[src/rtl/uart_echo_fifo.sv]
// Receive-to-transmit echo path: buffers uart rx bytes in a FIFO and replays them through
// the uart transmit handshake, with a selectable byte transform and sticky status flags.
//
// state     | meaning
// ----------+------------------------------------------------------------
// IDLE      | ready to pop; sink mode drains one byte per cycle here
// WAIT_ACK  | transmit strobed, waiting for tx_busy to rise (timer running)
// WAIT_DONE | uart core is sending, waiting for tx_busy to fall

module uart_echo_fifo #(
    parameter int DATA_W      = 8,
    parameter int DEPTH       = 16,
    parameter int ACK_TIMEOUT = 15
) (
    input  logic                     iCE_CLK,
    input  logic                     rst,
    input  logic                     rx_valid,
    input  logic [DATA_W-1:0]        rx_byte,
    input  logic                     rx_error,
    input  logic                     tx_busy,
    input  logic [1:0]               mode,
    input  logic                     clr_status,
    output logic                     transmit,
    output logic [DATA_W-1:0]        tx_byte,
    output logic [$clog2(DEPTH):0]   fifo_count,
    output logic                     overflow,
    output logic [7:0]               drop_count,
    output logic                     ack_timeout
);

    localparam int AW = $clog2(DEPTH);
    localparam int CW = AW + 1;
    localparam logic [CW-1:0] CNT_ONE  = CW'(1);
    localparam logic [CW-1:0] CNT_FULL = CW'(DEPTH);
    localparam logic [7:0]    TIMER_LOAD = 8'(ACK_TIMEOUT - 1);

    typedef enum logic [1:0] {IDLE, WAIT_ACK, WAIT_DONE} state_t;

    state_t            state, state_d;
    logic [7:0]        timer, timer_d;
    logic [DATA_W-1:0] mem [DEPTH];
    logic [AW-1:0]     wr_ptr, rd_ptr;
    logic [CW-1:0]     count;
    logic              full, empty;
    logic              pop, push, tx_load, timeout_hit;
    logic              drop_full, drop_err, drop;

    function automatic logic [DATA_W-1:0] xform(input logic [DATA_W-1:0] b,
                                                 input logic [1:0] m);
        logic [DATA_W-1:0] r;
        r = b;
        case (m)
            2'b01: if (b >= DATA_W'(8'h61) && b <= DATA_W'(8'h7A)) r = b - DATA_W'(8'h20);
            2'b10: r = ~b;
            default: r = b;
        endcase
        return r;
    endfunction

    assign full       = (count == CNT_FULL);
    assign empty      = (count == '0);
    assign fifo_count = count;

    // A full FIFO still accepts a byte when a pop frees the slot in the same cycle.
    assign push      = rx_valid & ~rx_error & (~full | pop);
    assign drop_full = rx_valid & ~rx_error & full & ~pop;
    assign drop_err  = rx_valid & rx_error;
    assign drop      = drop_full | drop_err;

    always_comb begin
        state_d     = state;
        timer_d     = timer;
        pop         = 1'b0;
        tx_load     = 1'b0;
        timeout_hit = 1'b0;
        case (state)
            IDLE: begin
                if (!empty) begin
                    pop = 1'b1;
                    if (mode != 2'b11) begin
                        tx_load = 1'b1;
                        timer_d = TIMER_LOAD;
                        state_d = WAIT_ACK;
                    end
                end
            end
            WAIT_ACK: begin
                if (tx_busy) begin
                    state_d = WAIT_DONE;
                end else if (timer == 8'd0) begin
                    timeout_hit = 1'b1;
                    state_d     = IDLE;
                end else begin
                    timer_d = timer - 8'd1;
                end
            end
            WAIT_DONE: begin
                if (!tx_busy) state_d = IDLE;
            end
            default: state_d = IDLE;
        endcase
    end

    always_ff @(posedge iCE_CLK) begin
        if (push) mem[wr_ptr] <= rx_byte;
    end

    always_ff @(posedge iCE_CLK or posedge rst) begin
        if (rst) begin
            state       <= IDLE;
            timer       <= '0;
            wr_ptr      <= '0;
            rd_ptr      <= '0;
            count       <= '0;
            transmit    <= 1'b0;
            tx_byte     <= '0;
            overflow    <= 1'b0;
            drop_count  <= '0;
            ack_timeout <= 1'b0;
        end else begin
            state    <= state_d;
            timer    <= timer_d;
            transmit <= tx_load;
            if (tx_load) tx_byte <= xform(mem[rd_ptr], mode);
            if (push) wr_ptr <= wr_ptr + 1'b1;
            if (pop)  rd_ptr <= rd_ptr + 1'b1;
            case ({push, pop})
                2'b10:   count <= count + CNT_ONE;
                2'b01:   count <= count - CNT_ONE;
                default: count <= count;
            endcase

            // A drop arriving with clr_status is recorded after the clear.
            if (clr_status) begin
                overflow   <= drop_full;
                drop_count <= drop ? 8'd1 : 8'd0;
            end else begin
                if (drop_full) overflow <= 1'b1;
                if (drop && drop_count != 8'hFF) drop_count <= drop_count + 8'd1;
            end

            if (timeout_hit)     ack_timeout <= 1'b1;
            else if (clr_status) ack_timeout <= 1'b0;
        end
    end

endmodule

[config.mk]
export PLATFORM = sky130hd
export DESIGN_NAME = uart_echo_fifo
export DESIGN_NICKNAME = d
export VERILOG_FILES = /design/src/rtl/uart_echo_fifo.sv
export SDC_FILE = /design/constraint.sdc
export NUM_CORES = 1
export LEC_CHECK = 0
export CAP_MARGIN = 20
export CORE_UTILIZATION = 54
export DETAILED_ROUTE_END_ITERATION = 8
export GPL_TIMING_DRIVEN = 0
export PLACE_DENSITY = 0.8
export REMOVE_ABC_BUFFERS = 1
export SLEW_MARGIN = 20
export SYNTH_ARGS = -nofsm -noshare
export SYNTH_HDL_FRONTEND = slang
export SYNTH_SLANG_ARGS = --single-unit
[constraint.sdc]
create_clock -name iCE_CLK -period 3.2 [get_ports iCE_CLK]
set_input_delay 0.96 -clock iCE_CLK [delete_from_list [all_inputs] [get_ports iCE_CLK]]
set_output_delay 0.96 -clock iCE_CLK [all_outputs]
set_load 0.03 [all_outputs]
Word-level counts from Yosys, hierarchy flattened
Memory sizes are Yosys's and may differ from the RTL's.
Cells that the tools add are included.
{"block": "classes", "addsub": 7, "magnitude_cmp": 2, "eq_ne": 15, "n_mux": 31, "bitwise_logic": 11, "reduce_logical": 12}
{"op": "$mux W8", "count": 7}
{"op": "$pmux W8 S2", "count": 2}
{"op": "$mux W1", "count": 15}
{"op": "$ne A2 B2 Y1 const B", "count": 6}
{"op": "$mux W2", "count": 5}
{"op": "$pmux W5 S2", "count": 1}
{"op": "$reduce_bool A2 Y1", "count": 5}
{"op": "$add A4 B1 Y4 const B", "count": 2}
{"op": "$add A8 B1 Y8 const B", "count": 1}
{"op": "$ge A8 B7 Y1 const B", "count": 1}
{"op": "$le A8 B7 Y1 const B", "count": 1}
{"op": "$logic_not A8 Y1", "count": 1}
{"op": "$ne A8 B8 Y1 const B", "count": 1}
{"op": "$not A8 Y8", "count": 1}
{"op": "$sub A8 B1 Y8 const B", "count": 1}
{"op": "$sub A8 B6 Y8 const B", "count": 1}
{"op": "$eq A2 B1 Y1 const B", "count": 3}
{"op": "$eq A2 B2 Y1 const B", "count": 3}
{"op": "$pmux W2 S3", "count": 1}
{"op": "$add A5 B1 Y5 const B", "count": 1}
{"op": "$and A1 B1 Y1", "count": 5}
{"op": "$eq A5 B5 Y1 const B", "count": 1}
{"op": "$logic_not A5 Y1", "count": 1}
{"op": "$reduce_and A5 Y1", "count": 1}
{"op": "other kinds (7)", "count": 11}
{"block": "word_totals", "ff_bits": 42, "mem_bits_rw": 128, "input_bits": 16, "out_inout_bits": 24, "elab_cells": 89, "n_memories": 1}
{"memory": "mem", "depth": 16, "width": 8, "rd": 1, "rd_ports_with_merged_regs": 0, "write_ports": 1, "line_no": "41", "rtl": "logic [DATA_W-1:0] mem [DEPTH];"}

Logic depth before layout (Yosys ltp)
Gate-level depths: netlist of the first run.
{"block": "logic_depth", "ltp_word": 9, "ltp_mapped": 13, "mapped_depth_nobuf": 13}

Worst setup path before layout of the first run
OpenSTA, ideal clock, no wires.
{"block": "synth_path", "path_type": "input to register", "start": "input port rx_error", "end": "register count[4], in the netlist fifo_count[4]", "setup_ns": 0.123, "t_arrival_ns": 2.973, "setup_slack_ns": 0.104, "path_stages": 9, "cell_sequence": "nor3b_1 -> inv_1 -> ha_1 -> ha_1 -> a21o_1 -> a21oi_1 -> xnor2_1 -> nor2_1 -> xnor2_1"}
{"block": "synth_between", "elab_chain_cells": 5, "elab_cells_between_ends": 7}
{"item": "from (decl)", "line_no": "19", "rtl": "input logic rx_error,"}
{"item": "$not A1 Y1 *", "line_no": "65", "rtl": "assign push = rx_valid & ~rx_error & (~full | pop);"}
{"item": "$and A1 B1 Y1 * (2 in series)", "line_no": "65"}
{"item": "$eq A2 B1 Y1 / $eq A2 B2 Y1 (equally long branches)", "line_no": "127", "rtl": "case ({push, pop})"}
{"item": "$pmux W5 S2 / $reduce_bool A2 Y1 (equally long branches)"}
{"item": "to (signal assigned)", "line_no": "128", "rtl": "2'b10: count <= count + CNT_ONE;"}
{"item": "to (signal assigned)", "line_no": "129", "rtl": "2'b01: count <= count - CNT_ONE;"}
{"item": "to (signal assigned)", "line_no": "130", "rtl": "default: count <= count;"}
{"item": "to (decl)", "line_no": "43", "rtl": "logic [CW-1:0] count;"}
Mark *: on every way between the ends. The rest lies on a longest branch, timed or not.
A chain may end at the register's enable or synchronous reset.

Final worst setup path of the first run
{"block": "layout_path", "start": "register rd_ptr[0]", "end": "register tx_byte[7]"}
{"block": "layout_between", "elab_chain_cells": 5, "elab_cells_between_ends": 8}
{"item": "from (decl)", "line_no": "42", "rtl": "logic [AW-1:0] wr_ptr, rd_ptr;"}
{"item": "from (signal assigned)", "line_no": "126", "rtl": "if (pop) rd_ptr <= rd_ptr + 1'b1;"}
{"item": "$mem_v2 Z16 W8 *"}
{"item": "$ge A8 B7 Y1 / $le A8 B7 Y1 (equally long branches)", "line_no": "53", "rtl": "2'b01: if (b >= DATA_W'(8'h61) && b <= DATA_W'(8'h7A)) r = b - DATA_W'(8'h20);"}
{"item": "$logic_and A1 B1 Y1", "line_no": "53"}
{"item": "$mux W8", "line_no": "53"}
{"item": "$pmux W8 S2 *", "line_no": "52", "rtl": "case (m)"}
{"item": "to (signal assigned)", "line_no": "124", "rtl": "if (tx_load) tx_byte <= xform(mem[rd_ptr], mode);"}
{"item": "to (decl)", "line_no": "24", "rtl": "output logic [DATA_W-1:0] tx_byte,"}
Marks and branches as above.

==> results of run 1 <==
==> worst max-delay path, cell delays in order, from the launching register on <==
cell and delay, ns:
sky130_fd_sc_hd__dfrtp_4 0.70, sky130_fd_sc_hd__mux4_1 0.62, sky130_fd_sc_hd__a21o_1 0.19, sky130_fd_sc_hd__a222oi_1 0.67, sky130_fd_sc_hd__ha_1 0.26, sky130_fd_sc_hd__or4b_1 0.44
sky130_fd_sc_hd__a22oi_2 0.15
==> final cells by class <==
type | count | area (um^2)
multi-input cells | 270 | 2340
inverters | 22 | 82.6
repair buffers | 46 | 460
clock buffers | 18 | 429
well taps | 176 | 220
fillers | 878 | 4680
flip-flops and latches | 170 | 4900
clock inverters | 14 | 178
==> layer usage <==
| metal | part of all wire, % | up-vias | wire length, um |
|---|---|---|---|
| li1 | - | 1937 | - |
| met1 | 42 | 2136 | 6180 |
| met2 | 50 | 159 | 7330 |
| met3 | 5.7 | 23 | 827 |
| met4 | 2.0 | 0 | 292 |
| met5 | 0 | - | 0 |
==> sequential cells by signal, indices dropped and copies added, names as in the netlist <==
| signal | count |
|---|---|
| mem | 128 |
| drop_count | 8 |
| timer | 8 |
| tx_byte | 8 |
| fifo_count | 5 |
| rd_ptr | 4 |
| wr_ptr | 4 |
| state | 2 |
| ack_timeout | 1 |
| overflow | 1 |
| transmit | 1 |
==> cells in the final DEF, fill, tap and decap left out, types with 7 or more instances in the layout <==
cell type                         instances
sky130_fd_sc_hd__clkbuf_16               17
sky130_fd_sc_hd__a221oi_1                10
sky130_fd_sc_hd__nand2_1                 28
sky130_fd_sc_hd__edfxtp_1               128
sky130_fd_sc_hd__mux4_1                   9
sky130_fd_sc_hd__mux2i_1                 35
sky130_fd_sc_hd__dfrtp_1                 39
sky130_fd_sc_hd__inv_1                   21
sky130_fd_sc_hd__clkdlybuf4s50_1         39
sky130_fd_sc_hd__ha_1                    16
sky130_fd_sc_hd__nand3_1                 10
sky130_fd_sc_hd__mux4_2                  10
sky130_fd_sc_hd__xnor2_1                 10
sky130_fd_sc_hd__xor2_1                  10
sky130_fd_sc_hd__o21ai_0                 16
sky130_fd_sc_hd__nor2_1                  26
sky130_fd_sc_hd__a22oi_1                  7
==> cell families (layout without fill, tap and decap cells) <==
family	Yosys count	in the layout	share of synthesized area [%]
adders and majority gates	17	17	2.98
muxes	57	57	11.5
buffers and inverters	43	100	2.90
and+or+nand+nor	115	115	7.80
xor gates and xnor gates	20	20	2.37
DFF	170	170	66.3
AOI/OAI and AO/OA	61	61	6.14
==> worst max-delay path by stage <==
stage                     startpoint            end  slack (ns)  cells after the start
final                      rd_ptr[0]     tx_byte[7]        0.08                      6
after global routing       rd_ptr[0]     tx_byte[7]       -0.11                      6
after CTS                  rd_ptr[1]     tx_byte[7]       0.009                      7
after detailed placement    rx_valid  fifo_count[4]       -1.03                     12
after global placement     rd_ptr[0]     tx_byte[7]       -1.46                      6
after floorplan            rd_ptr[0]     tx_byte[7]       -0.69                      6
==> repair_timing <==
item	4_1_cts	5_1_grt
buffers inserted	0	1
pin swaps	0	1
resized for setup	5	4
setup endpoints to repair	91	3
hold buffers	0	0
==> metrics by stage <==
stage	total power, mW	setup slack (ns)	cells	hold slack (ns)	setup TNS (ns)
3_3_place_gp	5.44	-1.46	677	0.465	-98.34
6_report	7.70	0.0756	716	0.480	0
5_1_grt	8.08	-0.107	716	0.522	-0.107
2_1_floorplan	4.77	-0.687	462	0.506	-1.58
4_1_cts	7.69	0.00898	715	0.485	0
3_5_place_dp	5.59	-1.03	683	0.470	-63.84
==> power by group through the flow <==
stage / Clock [mW] / Sequential [mW] / Combinational [mW]
final: 2.10 / 3.05 / 2.55
after global routing: 2.21 / 3.10 / 2.77
after CTS: 2.12 / 3.04 / 2.53
after detailed placement: 0 / 3.08 / 2.51
after global placement: 0 / 3.12 / 2.32
after floorplan: 0 / 3.18 / 1.59
==> results.md, run 1 <==
Run status:
- The flow ran to the end, and the final reports show no timing, DRC or antenna violations.

STA:
- The final critical-path share of the clock period is 97.6%.
- At the pin with the least slew margin, the transition time is 0.930 ns.
- The final worst clock skew is 0.00808 ns.
- The worst pin sits at a relative slew slack of 37.8%.
- Setup violations remaining at the end of the flow were counted as 0.
- The final critical path time including I/O delays and setup is 3.12 ns.
- The final count of hold timing violations is 0.
- Setup repair after global routing could not meet its margin everywhere.
- The maximum frequency from static timing analysis is 320 MHz.
- The count of pins over their slew limit is 0.

Clock tree:
- The clock input transition at the sequential cells of the worst setup and hold paths is 0.07 ns.
- The number of levels in the clock H-tree is 4.
- The CTS tree is built.
- The clock insertion delay at the later pin of the skew report is 0.43 ns.
- The number of sinks handled by clock tree synthesis is 170.
- The master cell of the clock root buffer is sky130_fd_sc_hd__clkbuf_16.
- The number of clock buffers inserted by TritonCTS is 17.
- The maximum buffer depth of the clock tree is 2.

Logic synthesis:
- The cell count after synthesis is 483.
- The number of warning messages in the yosys log is 0.
- Summed over its instances, the top area cell type makes up 52.1% of the synthesized netlist area.
- By area the synthesized netlist is led by sky130_fd_sc_hd__edfxtp_1 (52%), sky130_fd_sc_hd__dfrtp_1 (14%), sky130_fd_sc_hd__mux2i_1 (4.7%).
- Of all flip-flops after synthesis, the portion carrying an async set or reset was 24.7%.
- Counting flops and latches in the post-synthesis netlist gives 170.
- The post-synthesis sequential area ratio is 66.3%.
- The post-synthesis cell area is 0.00738 mm^2.
- In the post-synthesis netlist, the cell with the most instances is sky130_fd_sc_hd__edfxtp_1.
- The largest total area in the synthesized netlist belongs to sky130_fd_sc_hd__edfxtp_1.
- A synthesized cell averages 15.3 um^2.
- Counting flops with a built-in enable in the synthesized netlist gives 128.
- The number of different library cells in the post-synthesis netlist is 56.
- Among all flip-flop cells after synthesis, the most frequent one is sky130_fd_sc_hd__edfxtp_1.
- The commonest cells after synthesis are sky130_fd_sc_hd__edfxtp_1 (128), sky130_fd_sc_hd__dfrtp_1 (42), sky130_fd_sc_hd__mux2i_1 (35), sky130_fd_sc_hd__nand2_1 (28), sky130_fd_sc_hd__nor2_1 (26).

Hold path:
- The path class of the tightest hold or removal check is flip-flop to flip-flop.
- The startpoint of the lowest-slack hold path is tx_byte[4].
- The worst min-delay path endpoint is tx_byte[4].
- Counting instances, the worst hold path has a depth of 2.

Setup path:
- The required time at the worst-slack endpoint is 3.55 ns.
- The length in cells of the worst reg-to-reg path is 6.
- The worst setup path category is flip-flop to flip-flop.
- In this run the critical register-to-register path is captured at tx_byte[7].
- In this run the register-to-register setup slack is 0.08 ns.
- The arrival time of data at the critical path endpoint is 3.48 ns.
- The startpoint identified for the worst register-to-register timing path is rd_ptr[0].
- Of all nets on the critical path, the largest fanout is 23.
- The kind of end point of the critical path is a flip-flop.
- STA classifies the critical path startpoint as a flip-flop.

Power:
- The maximum ir drop on the vdd rail is 0.000439 V.
- Of the total power, the share spent switching nets is 35.3%.
- The share of total power in combinational logic is 33.2%.
- The power share of the clock group is 27.3%.
- Summed over all nets, the switching power comes to 2.71 mW.
- The internal portion of total power is 4.99 mW.
- The power density over the cells is 894 mW/mm^2.
- The part of the power in registers is 39.6%.
- The reported leakage power is 3.16 nW.

Floorplanning:
- The die outline width is 119 um.
- The I/O pin count is 40.
- The full die area is 0.0141 mm^2.
- The floorplan has 42 rows.
- The area of the core is 0.0133 mm^2.
- The initial standard-cell utilization of the core is 55.5%.
- The height of the die is 119 um.

Route:
- The final wirelength is 14,600 um.
- Summing over every cut layer, the via total after detailed routing is 4,255.
- In this run the remaining antenna-violating nets after routing total 0.
- The first routing iteration left 403 violations.
- In the routed layout, each cell is associated on average with a via count of 5.94.
- The per-cell routed wire length is 20.4 um.
- After detailed routing, the number of remaining DRC violations is 0.
- The first detailed-routing pass ran for 5 iterations.

Global route:
- The via count of the first global-routing pass is 4,421.
- Global routing used 29.4% of the available met1 tracks.
- met2 is the most crowded layer.
- Global routing finished with a remaining overflow of 0.
- The first global-routing pass estimated 23,700 um of wire.
- Global routing consumed, on the met3 layer, 5.22% of the routing resources.
- Global routing used 36.5% of the available met2 tracks.
- The initial antenna violation count came to 0.
- Global routing consumed, over all layers together, 22.7% of the routing resources.
- The pin count of the biggest net entering global routing is 34.

Layout:
- The layout net count is 560.
- The layout overhead on the synthesized area is 16.8%.
- Once layout is done, the placed cells without fillers occupy 0.00862 mm^2.
- The repair_antennas step left the layout with diodes totalling 0.
- The post-layout utilization of the core is 64.8%.
- The post-route netlist has 14.1% of its cells at a drive strength greater than 1.

Job:
- Across the run, the number of max-cap violations was 0.

Placed design:
- After detailed placement, the total cell area comes to 0.00797 mm^2.
- Routability-driven placement finished with a final weighted congestion of 0.753.
- Summed over all nets, the half-perimeter wirelength after detailed placement is 9710 um.
- Buffers placed on the I/O ports in this run total 39.
(Power assumes the default switching activity.)
==> inputs of run 2 (changes only) <==
--- a/config.mk
+++ b/config.mk
@@ -11,7 +11,7 @@
 export GPL_TIMING_DRIVEN = 0
 export PLACE_DENSITY = 0.8
 export REMOVE_ABC_BUFFERS = 1
-export SLEW_MARGIN = 20
+export SLEW_MARGIN = 40
 export SYNTH_ARGS = -nofsm -noshare
 export SYNTH_HDL_FRONTEND = slang
 export SYNTH_SLANG_ARGS = --single-unit
==> run 2 against run 1 <==
  * Sequential cell count stayed put
  * Clock power about the same
  * Largest power group unchanged
  * Maximum frequency shrank 1.3%
==> results.md, run 2 (same netlist as run 1, synthesis figures left out) <==
Run status:
- Outcome: completed (unchanged).

STA:
- RSZ-0062 raised after global routing: true (unchanged).
- The maximum frequency from static timing analysis is 316 MHz (was 320 MHz).
- The final count of hold timing violations came to 0 (unchanged).
- The max-slew headroom at the worst pin came to 44.5% (was 37.8%).
- The total setup violations reported at the end of the flow is 0 (unchanged).
- The final critical path time including I/O delays and setup came to 3.17 ns (was 3.12 ns).
- The count of pins over their slew limit is 0 (unchanged).
- The final critical-path share of the clock period is 99.0% (was 97.6%).
- The worst hold slack after final layout is 0.480 ns (about the same).
- The least setup slack across all paths after layout is 0.0335 ns (was 0.0756 ns).
- The final worst clock skew came to 0.00797 ns (was 0.00808 ns).
- The slew at the pin closest to its max-slew limit was 0.830 ns (was 0.930 ns).

Layout:
- The final non-filler cell total is 720 (was 716).
- Commonest cells after routing, fill and taps aside: sky130_fd_sc_hd__edfxtp_1 (128), sky130_fd_sc_hd__dfrtp_1 (39), sky130_fd_sc_hd__clkdlybuf4s50_1 (39), sky130_fd_sc_hd__mux2i_1 (35), sky130_fd_sc_hd__nand2_1 (28) (unchanged).
- The register name with the most flops is mem (unchanged).
- The area of all placed cells without fillers is 0.00863 mm^2 (was 0.00862 mm^2).
- The layout overhead on the synthesized area is 17.0% (was 16.8%).
- The layout net count is 564 (was 560).
- The flip-flop count of the largest register, all copies and words added is 128 (unchanged).
- The share of cells above drive strength 1 came to 15.3% (was 14.1%).
- The antenna diode instance count is 0 (unchanged).
- The leading cell type in the layout, fill and taps excluded was sky130_fd_sc_hd__edfxtp_1 (unchanged).

Placed design:
- The detailed placement HPWL came to 9620 um (was 9710 um).
- The placed cell area is 0.00798 mm^2 (was 0.00797 mm^2).
- The routability congestion estimate is 0.753 (unchanged).
- The post-placement worst setup slack came to -0.588 ns (was -1.03 ns).
- The number of buffer cells added on primary ports is 39 (unchanged).
- The number of cells in the design after placement came to 686 (was 683).

Route:
- The via count was 4,265 (was 4,255).
- The per-cell routed wire length is 20.5 um (was 20.4 um).
- The final wirelength is 14,800 um (was 14,600 um).
- The detailed-routing iteration count for the pre-antenna-repair pass is 5 (unchanged).
- The antenna violation net count after detailed routing came to 0 (unchanged).
- The mean number of vias per cell was 5.92 (was 5.94).
- The post-route DRC violation count is 0 (unchanged).
- The initial detailed-routing violation count was 427 (was 403).

Hold path:
- The worst hold-check path type is flip-flop to flip-flop (unchanged).

Clock tree:
- The clock insertion delay at the later pin of the skew report came to 0.43 ns (about the same).
- The clock input transition at the sequential cells of the worst setup and hold paths is 0.07 ns (about the same).
- The number of levels in the clock H-tree came to 4 (unchanged).
- The CTS tree is built (unchanged).
- The master cell of the clock root buffer is sky130_fd_sc_hd__clkbuf_16 (unchanged).
- The maximum buffer depth of the clock tree was 2 (unchanged).
- The number of buffers added to fix hold violations after cts was 0 (unchanged).
- The number of clock buffers inserted by TritonCTS is 17 (unchanged).
- The number of sinks handled by clock tree synthesis is 170 (unchanged).

Global route:
- The total congestion overflow came to 0 (unchanged).
- The initial antenna violation count came to 0 (unchanged).
- The pin count of the biggest net entering global routing came to 43 (was 34).
- The global-route wire length before repair was 23,200 um (was 23,700 um).
- The combined global-route utilization of all metal layers is 22.3% (was 22.7%).
- The via count of the first global-routing pass is 4,275 (was 4,421).

Floorplanning:
- The height of the die is 119 um (unchanged).
- The full die area came to 0.0141 mm^2 (unchanged).
- The die outline width is 119 um (unchanged).
- The area of the core was 0.0133 mm^2 (unchanged).
- The count of standard-cell rows is 42 (unchanged).
- The I/O pin count came to 40 (unchanged).
- The initial standard-cell utilization of the core is 55.5% (unchanged).

Setup path:
- The critical path's slowest cell is sky130_fd_sc_hd__dfrtp_4 (unchanged).
- Cell chain of the critical path: mux4_1 -> a21o_1 -> a222oi_1 -> ha_1 -> or4b_1 -> a22oi_2 (unchanged).
- The peak per-stage delay on the critical path is 0.70 ns (about the same).
- The count of buffer and inverter cells on the critical path was 0 (unchanged).
- The worst setup path category is flip-flop to flip-flop (unchanged).
- The arrival time of data at the critical path endpoint is 3.52 ns (was 3.48 ns).
- The type of element launching the critical path is a flip-flop (unchanged).
- The worst-path maximum fanout is 23 (unchanged).
- The required time at the worst-slack endpoint is 3.55 ns (about the same).
- The critical path's top delay family is compound AO/OA/AOI/OAI gates (unchanged).
- The kind of end point of the critical path is a flip-flop (unchanged).

Power:
- The post-layout total power is 7.71 mW (was 7.70 mW).
- The power density over the cells was 893 mW/mm^2 (was 894 mW/mm^2).
- The maximum ir drop on the vdd rail is 0.000419 V (was 0.000439 V).
- The reported leakage power came to 3.18 nW (was 3.16 nW).

Job:
- The number of max-cap violations is 0 (unchanged).
run 2: changes by cell type in the layout (fill, tap and decap cells not counted), moves of 2 or more:
| cell | delta |
|---|---|
| sky130_fd_sc_hd__nor2_2 | +3 |
| sky130_fd_sc_hd__inv_8 | -2 |
| sky130_fd_sc_hd__nor2_1 | -3 |
| sky130_fd_sc_hd__inv_6 | +2 |
| sky130_fd_sc_hd__buf_2 | +5 |
run 2: worst paths after layout:
kind,cells past startpoint,end,slack (ns),startpoint
worst max-delay path,6,tx_byte[7],0.03,rd_ptr[0]
worst min-delay path,2,tx_byte[2],0.48,tx_byte[2]
worst max register to register,6,tx_byte[7],0.03,rd_ptr[0]
worst min register to register,2,tx_byte[2],0.48,tx_byte[2]
max in group asynchronous,2,rd_ptr[0],1.86,rst
min in group asynchronous,2,fifo_count[3],0.93,rst
run 2: area by class of cell:
cell class,count,area (um^2)
Sequential cell,170,4900
Fill cell,884,4670
Multi-Input combinational cell,270,2350
Timing Repair Buffer,50,465
Clock buffer,17,425
Tap cell,176,220
Clock inverter,15,180
Inverter,22,85.1
run 2: power by group:
part,switching (mW),total [mW],internal (mW)
Clock,0.912,2.09,1.18
Sequential,0.404,3.05,2.64
Combinational,1.41,2.57,1.16
Total,2.72,7.71,4.98
run 2: through the flow:
stage	TNS, ns	utilization, %
after floorplan	-1.58	-
after global placement	-98.34	59.1
after detailed placement	-10.50	60.0
after CTS	0	64.7
after global routing	-0.0927	64.9
final	0	64.9
run 2: timing repair:
item                       CTS  global route
resized for setup            4             2
buffers inserted             0             2
setup endpoints to repair    4             2
pin swaps                    0             1
run 2: metal layers:
metal | track usage, % | vias up | wire length, um | part of all wire [%]
li1 | - | 1938 | - | -
met1 | 29.3 | 2165 | 6120 | 41
met2 | 36.6 | 145 | 7570 | 51
met3 | 4.79 | 17 | 858 | 5.8
met4 | 8.70 | 0 | 209 | 1.4
met5 | 0 | - | 0 | 0
run 2: worst reg2reg max path, stage by stage, from the launching register on:
cell	delay, ns
sky130_fd_sc_hd__dfrtp_4	0.70
sky130_fd_sc_hd__mux4_1	0.64
sky130_fd_sc_hd__a21o_1	0.20
sky130_fd_sc_hd__a222oi_1	0.70
sky130_fd_sc_hd__ha_1	0.27
sky130_fd_sc_hd__or4b_1	0.45
sky130_fd_sc_hd__a22oi_2	0.15
==> inputs of run 3 (changes only) <==
--- a/config.mk
+++ b/config.mk
@@ -5,11 +5,10 @@
 export SDC_FILE = /design/constraint.sdc
 export NUM_CORES = 1
 export LEC_CHECK = 0
-export CAP_MARGIN = 20
-export CORE_UTILIZATION = 54
+export CORE_UTILIZATION = 60
 export DETAILED_ROUTE_END_ITERATION = 8
 export GPL_TIMING_DRIVEN = 0
-export PLACE_DENSITY = 0.8
+export PLACE_DENSITY = 0.84
 export REMOVE_ABC_BUFFERS = 1
 export SLEW_MARGIN = 40
 export SYNTH_ARGS = -nofsm -noshare
==> constraint.sdc (replaced) <==
create_clock -name iCE_CLK -period 3.1 [get_ports iCE_CLK]
set_input_delay 0.93 -clock iCE_CLK [delete_from_list [all_inputs] [get_ports iCE_CLK]]
set_output_delay 0.93 -clock iCE_CLK [all_outputs]
set_load 0.03 [all_outputs]
==> run 3 against run 2 <==
  * Sequential power is 2% higher
  * Sequential cell count unchanged
  * Register-to-register slack better by 0.13 ns
  * Routed wire length down 0.81%
==> results.md, run 3 (same netlist as run 1, synthesis figures left out) <==
Setup path:
- The end of the worst register-to-register path is tx_byte[7] (unchanged).
- The origin of the critical flop-to-flop path is rd_ptr[1] (was rd_ptr[0]).
- The arrival time of data at the critical path endpoint is 3.28 ns (was 3.52 ns).
- The length in cells of the worst reg-to-reg path is 7 (was 6).
- The worst-path maximum fanout is 21 (was 23).
- The worst-case register-to-register setup slack is 0.16 ns (was 0.03 ns).
- The startpoint of the most critical setup path is rd_ptr[1] (was rd_ptr[0]).
- The worst setup path category is flip-flop to flip-flop (unchanged).
- The required time at the worst-slack endpoint is 3.45 ns (was 3.55 ns).
- The kind of end point of the critical path is a flip-flop (unchanged).
- The worst setup path endpoint is tx_byte[7] (unchanged).
- The type of element launching the critical path is a flip-flop (unchanged).

Clock tree:
- The master cell of the clock root buffer is sky130_fd_sc_hd__clkbuf_16 (unchanged).
- The number of clock buffers inserted by TritonCTS is 17 (unchanged).
- The CTS tree is built (unchanged).
- The maximum buffer depth of the clock tree is 2 (unchanged).
- The number of buffers added to fix hold violations after cts came to 0 (unchanged).
- The clock insertion delay at the later pin of the skew report is 0.43 ns (about the same).
- The clock input transition at the sequential cells of the worst setup and hold paths is 0.06 ns (was 0.07 ns).
- The number of sinks handled by clock tree synthesis is 170 (unchanged).
- The number of levels in the clock H-tree is 4 (unchanged).

Power:
- The net switching power is 2.81 mW (was 2.72 mW).
- The internal portion of total power came to 5.09 mW (was 4.98 mW).
- The switching part of the total power is 35.6% (was 35.3%).
- The part of the power in registers was 39.4% (was 39.5%).
- The reported leakage power was 3.19 nW (was 3.18 nW).
- The power density over the cells was 917 mW/mm^2 (was 893 mW/mm^2).
- The power share of the clock group is 25.7% (was 27.2%).
- The share of total power in combinational logic is 34.9% (was 33.3%).
- The maximum ir drop on the vdd rail was 0.000620 V (was 0.000419 V).

Global route:
- The global-route wire length before repair was 22,800 um (was 23,200 um).
- The total congestion overflow came to 0 (unchanged).
- The pin count of the biggest net entering global routing is 31 (was 43).
- The initial antenna violation count is 0 (unchanged).
- The combined global-route utilization of all metal layers came to 24.7% (was 22.3%).
- The via count of the first global-routing pass is 4,175 (was 4,275).

STA:
- The final worst clock skew is 0.0118 ns (was 0.00797 ns).
- The maximum frequency from static timing analysis came to 340 MHz (was 316 MHz).
- RSZ-0062 raised after global routing: false (was true).
- The least setup slack across all paths after layout came to 0.163 ns (was 0.0335 ns).
- The max-slew headroom at the worst pin is 42.3% (was 44.5%).
- The post-route setup TNS was 0 ns (unchanged).
- The count of pins over their slew limit was 0 (unchanged).
- The slew at the pin closest to its max-slew limit was 0.863 ns (was 0.830 ns).
- The final critical-path share of the clock period is 94.7% (was 99.0%).
- The worst hold slack after final layout is 0.485 ns (was 0.480 ns).
- The total setup violations reported at the end of the flow is 0 (unchanged).
- The final count of hold timing violations is 0 (unchanged).
- The final critical path time including I/O delays and setup is 2.94 ns (was 3.17 ns).

Placed design:
- The placed cell area is 0.00796 mm^2 (was 0.00798 mm^2).
- The post-placement worst setup slack was -0.628 ns (was -0.588 ns).
- The routability congestion estimate is 0.796 (was 0.753).
- The number of buffer cells added on primary ports came to 39 (unchanged).
- The detailed placement HPWL came to 9440 um (was 9620 um).

Route:
- The post-route DRC violation count is 0 (unchanged).
- The detailed-routing iteration count for the pre-antenna-repair pass is 5 (unchanged).
- The initial detailed-routing violation count is 466 (was 427).
- The per-cell routed wire length is 21.1 um (was 20.5 um).
- The mean number of vias per cell is 6.21 (was 5.92).
- The final wirelength is 14,600 um (was 14,800 um).
- The antenna violation net count after detailed routing is 0 (unchanged).
- The via count is 4,309 (was 4,265).

Layout:
- The flip-flop count of the largest register, all copies and words added is 128 (unchanged).
- The leading cell type in the layout, fill and taps excluded is sky130_fd_sc_hd__edfxtp_1 (unchanged).
- The layout net count was 567 (was 564).
- The layout overhead on the synthesized area is 16.7% (was 17.0%).
- The final-layout fill cell count is 716 (was 884).
- Commonest cells after routing, fill and taps aside: sky130_fd_sc_hd__edfxtp_1 (128), sky130_fd_sc_hd__clkdlybuf4s50_1 (39), sky130_fd_sc_hd__dfrtp_1 (38), sky130_fd_sc_hd__mux2i_1 (35), sky130_fd_sc_hd__nand2_1 (28) (was sky130_fd_sc_hd__edfxtp_1 (128), sky130_fd_sc_hd__dfrtp_1 (39), sky130_fd_sc_hd__clkdlybuf4s50_1 (39), sky130_fd_sc_hd__mux2i_1 (35), sky130_fd_sc_hd__nand2_1 (28)).
- The register area came to 0.00490 mm^2 (about the same).
- The area taken by multi-input logic gates is 0.00237 mm^2 (was 0.00235 mm^2).
- The register name with the most flops is mem (unchanged).
- The share of cells above drive strength 1 came to 15.5% (was 15.3%).
- The antenna diode instance count is 0 (unchanged).
- The post-layout utilization of the core is 71.7% (was 64.9%).
- The area of all placed cells without fillers is 0.00861 mm^2 (was 0.00863 mm^2).

Hold path:
- The startpoint of the lowest-slack hold path is tx_byte[4] (was tx_byte[2]).
- The worst hold-check path type is flip-flop to flip-flop (unchanged).

Job:
- The number of max-cap violations is 0 (unchanged).

Run status:
- Outcome: completed (unchanged).

Floorplanning:
- The height of the die came to 113 um (was 119 um).
- The area of the core came to 0.0120 mm^2 (was 0.0133 mm^2).
- The I/O pin count came to 40 (unchanged).
- The die outline width is 113 um (was 119 um).
- The count of standard-cell rows came to 40 (was 42).
- The initial standard-cell utilization of the core was 61.4% (was 55.5%).
- The full die area is 0.0127 mm^2 (was 0.0141 mm^2).
[run 3: cell count changes in the layout (fill, tap and decap cells not counted), sizes merged]
| cell | before | now |
|---|---|---|
| buf | 11 | 14 |
| bufinv | 2 | 1 |
| inv | 30 | 28 |
| clkinv | 3 | 6 |
| clkbuf | 17 | 18 |
| clkinvlp | 2 | 1 |
[run 3: layout make-up]
| class | count | area share, % |
|---|---|---|
| tap | 147 | 2.14 |
| clock inverter | 14 | 1.57 |
| sequential | 170 | 56.9 |
| inverter | 22 | 0.959 |
| multi-input combinational | 270 | 27.5 |
| timing repair buffer | 53 | 5.90 |
| clock buffer | 18 | 4.98 |
[run 3: metal layers]
metal,up-vias,part of all wire [%],global-route usage [%]
li1,1953,-,-
met1,2183,42,33.3
met5,-,0,0
met4,0,1.2,7.72
met3,19,6.5,6.96
met2,154,50,39.5
[run 3: how the worst min path moves through the flow]
stage / cells after the start / endpoint / slack, ns
2_1_floorplan: 2 / timer[7] / 0.51
3_3_place_gp: 2 / tx_byte[4] / 0.47
3_5_place_dp: 2 / tx_byte[4] / 0.48
4_1_cts: 2 / tx_byte[4] / 0.49
5_1_grt: 2 / tx_byte[4] / 0.51
6_report: 2 / tx_byte[4] / 0.49
[run 3: critical path: stages (launching register included)]
cell	delay, ns
sky130_fd_sc_hd__dfrtp_2	0.70
sky130_fd_sc_hd__and2_2	0.45
sky130_fd_sc_hd__a221oi_1	0.15
sky130_fd_sc_hd__a21o_1	0.19
sky130_fd_sc_hd__a222oi_1	0.54
sky130_fd_sc_hd__ha_1	0.23
sky130_fd_sc_hd__or4b_1	0.44
sky130_fd_sc_hd__a22oi_2	0.15
[run 3: stage by stage]
step | cells | power, mW
2_1_floorplan | 462 | 4.92
3_3_place_gp | 648 | 5.60
3_5_place_dp | 658 | 5.77
4_1_cts | 693 | 7.83
5_1_grt | 694 | 8.27
6_report | 694 | 7.90
[run 3: power groups by stage]
| stage | Sequential [mW] | Clock, mW | Combinational, mW |
|---|---|---|---|
| floorplan | 3.28 | 0 | 1.64 |
| global placement | 3.22 | 0 | 2.38 |
| detailed placement | 3.17 | 0 | 2.60 |
| CTS | 3.09 | 2.04 | 2.70 |
| global route | 3.14 | 2.14 | 2.98 |
| finish | 3.12 | 2.03 | 2.76 |
[run 3: timing repair]
action                     in CTS  in global routing
buffers inserted                3                  1
gates resized for setup         6                  4
setup endpoints to repair       5                  3
pin swaps                       0                  1
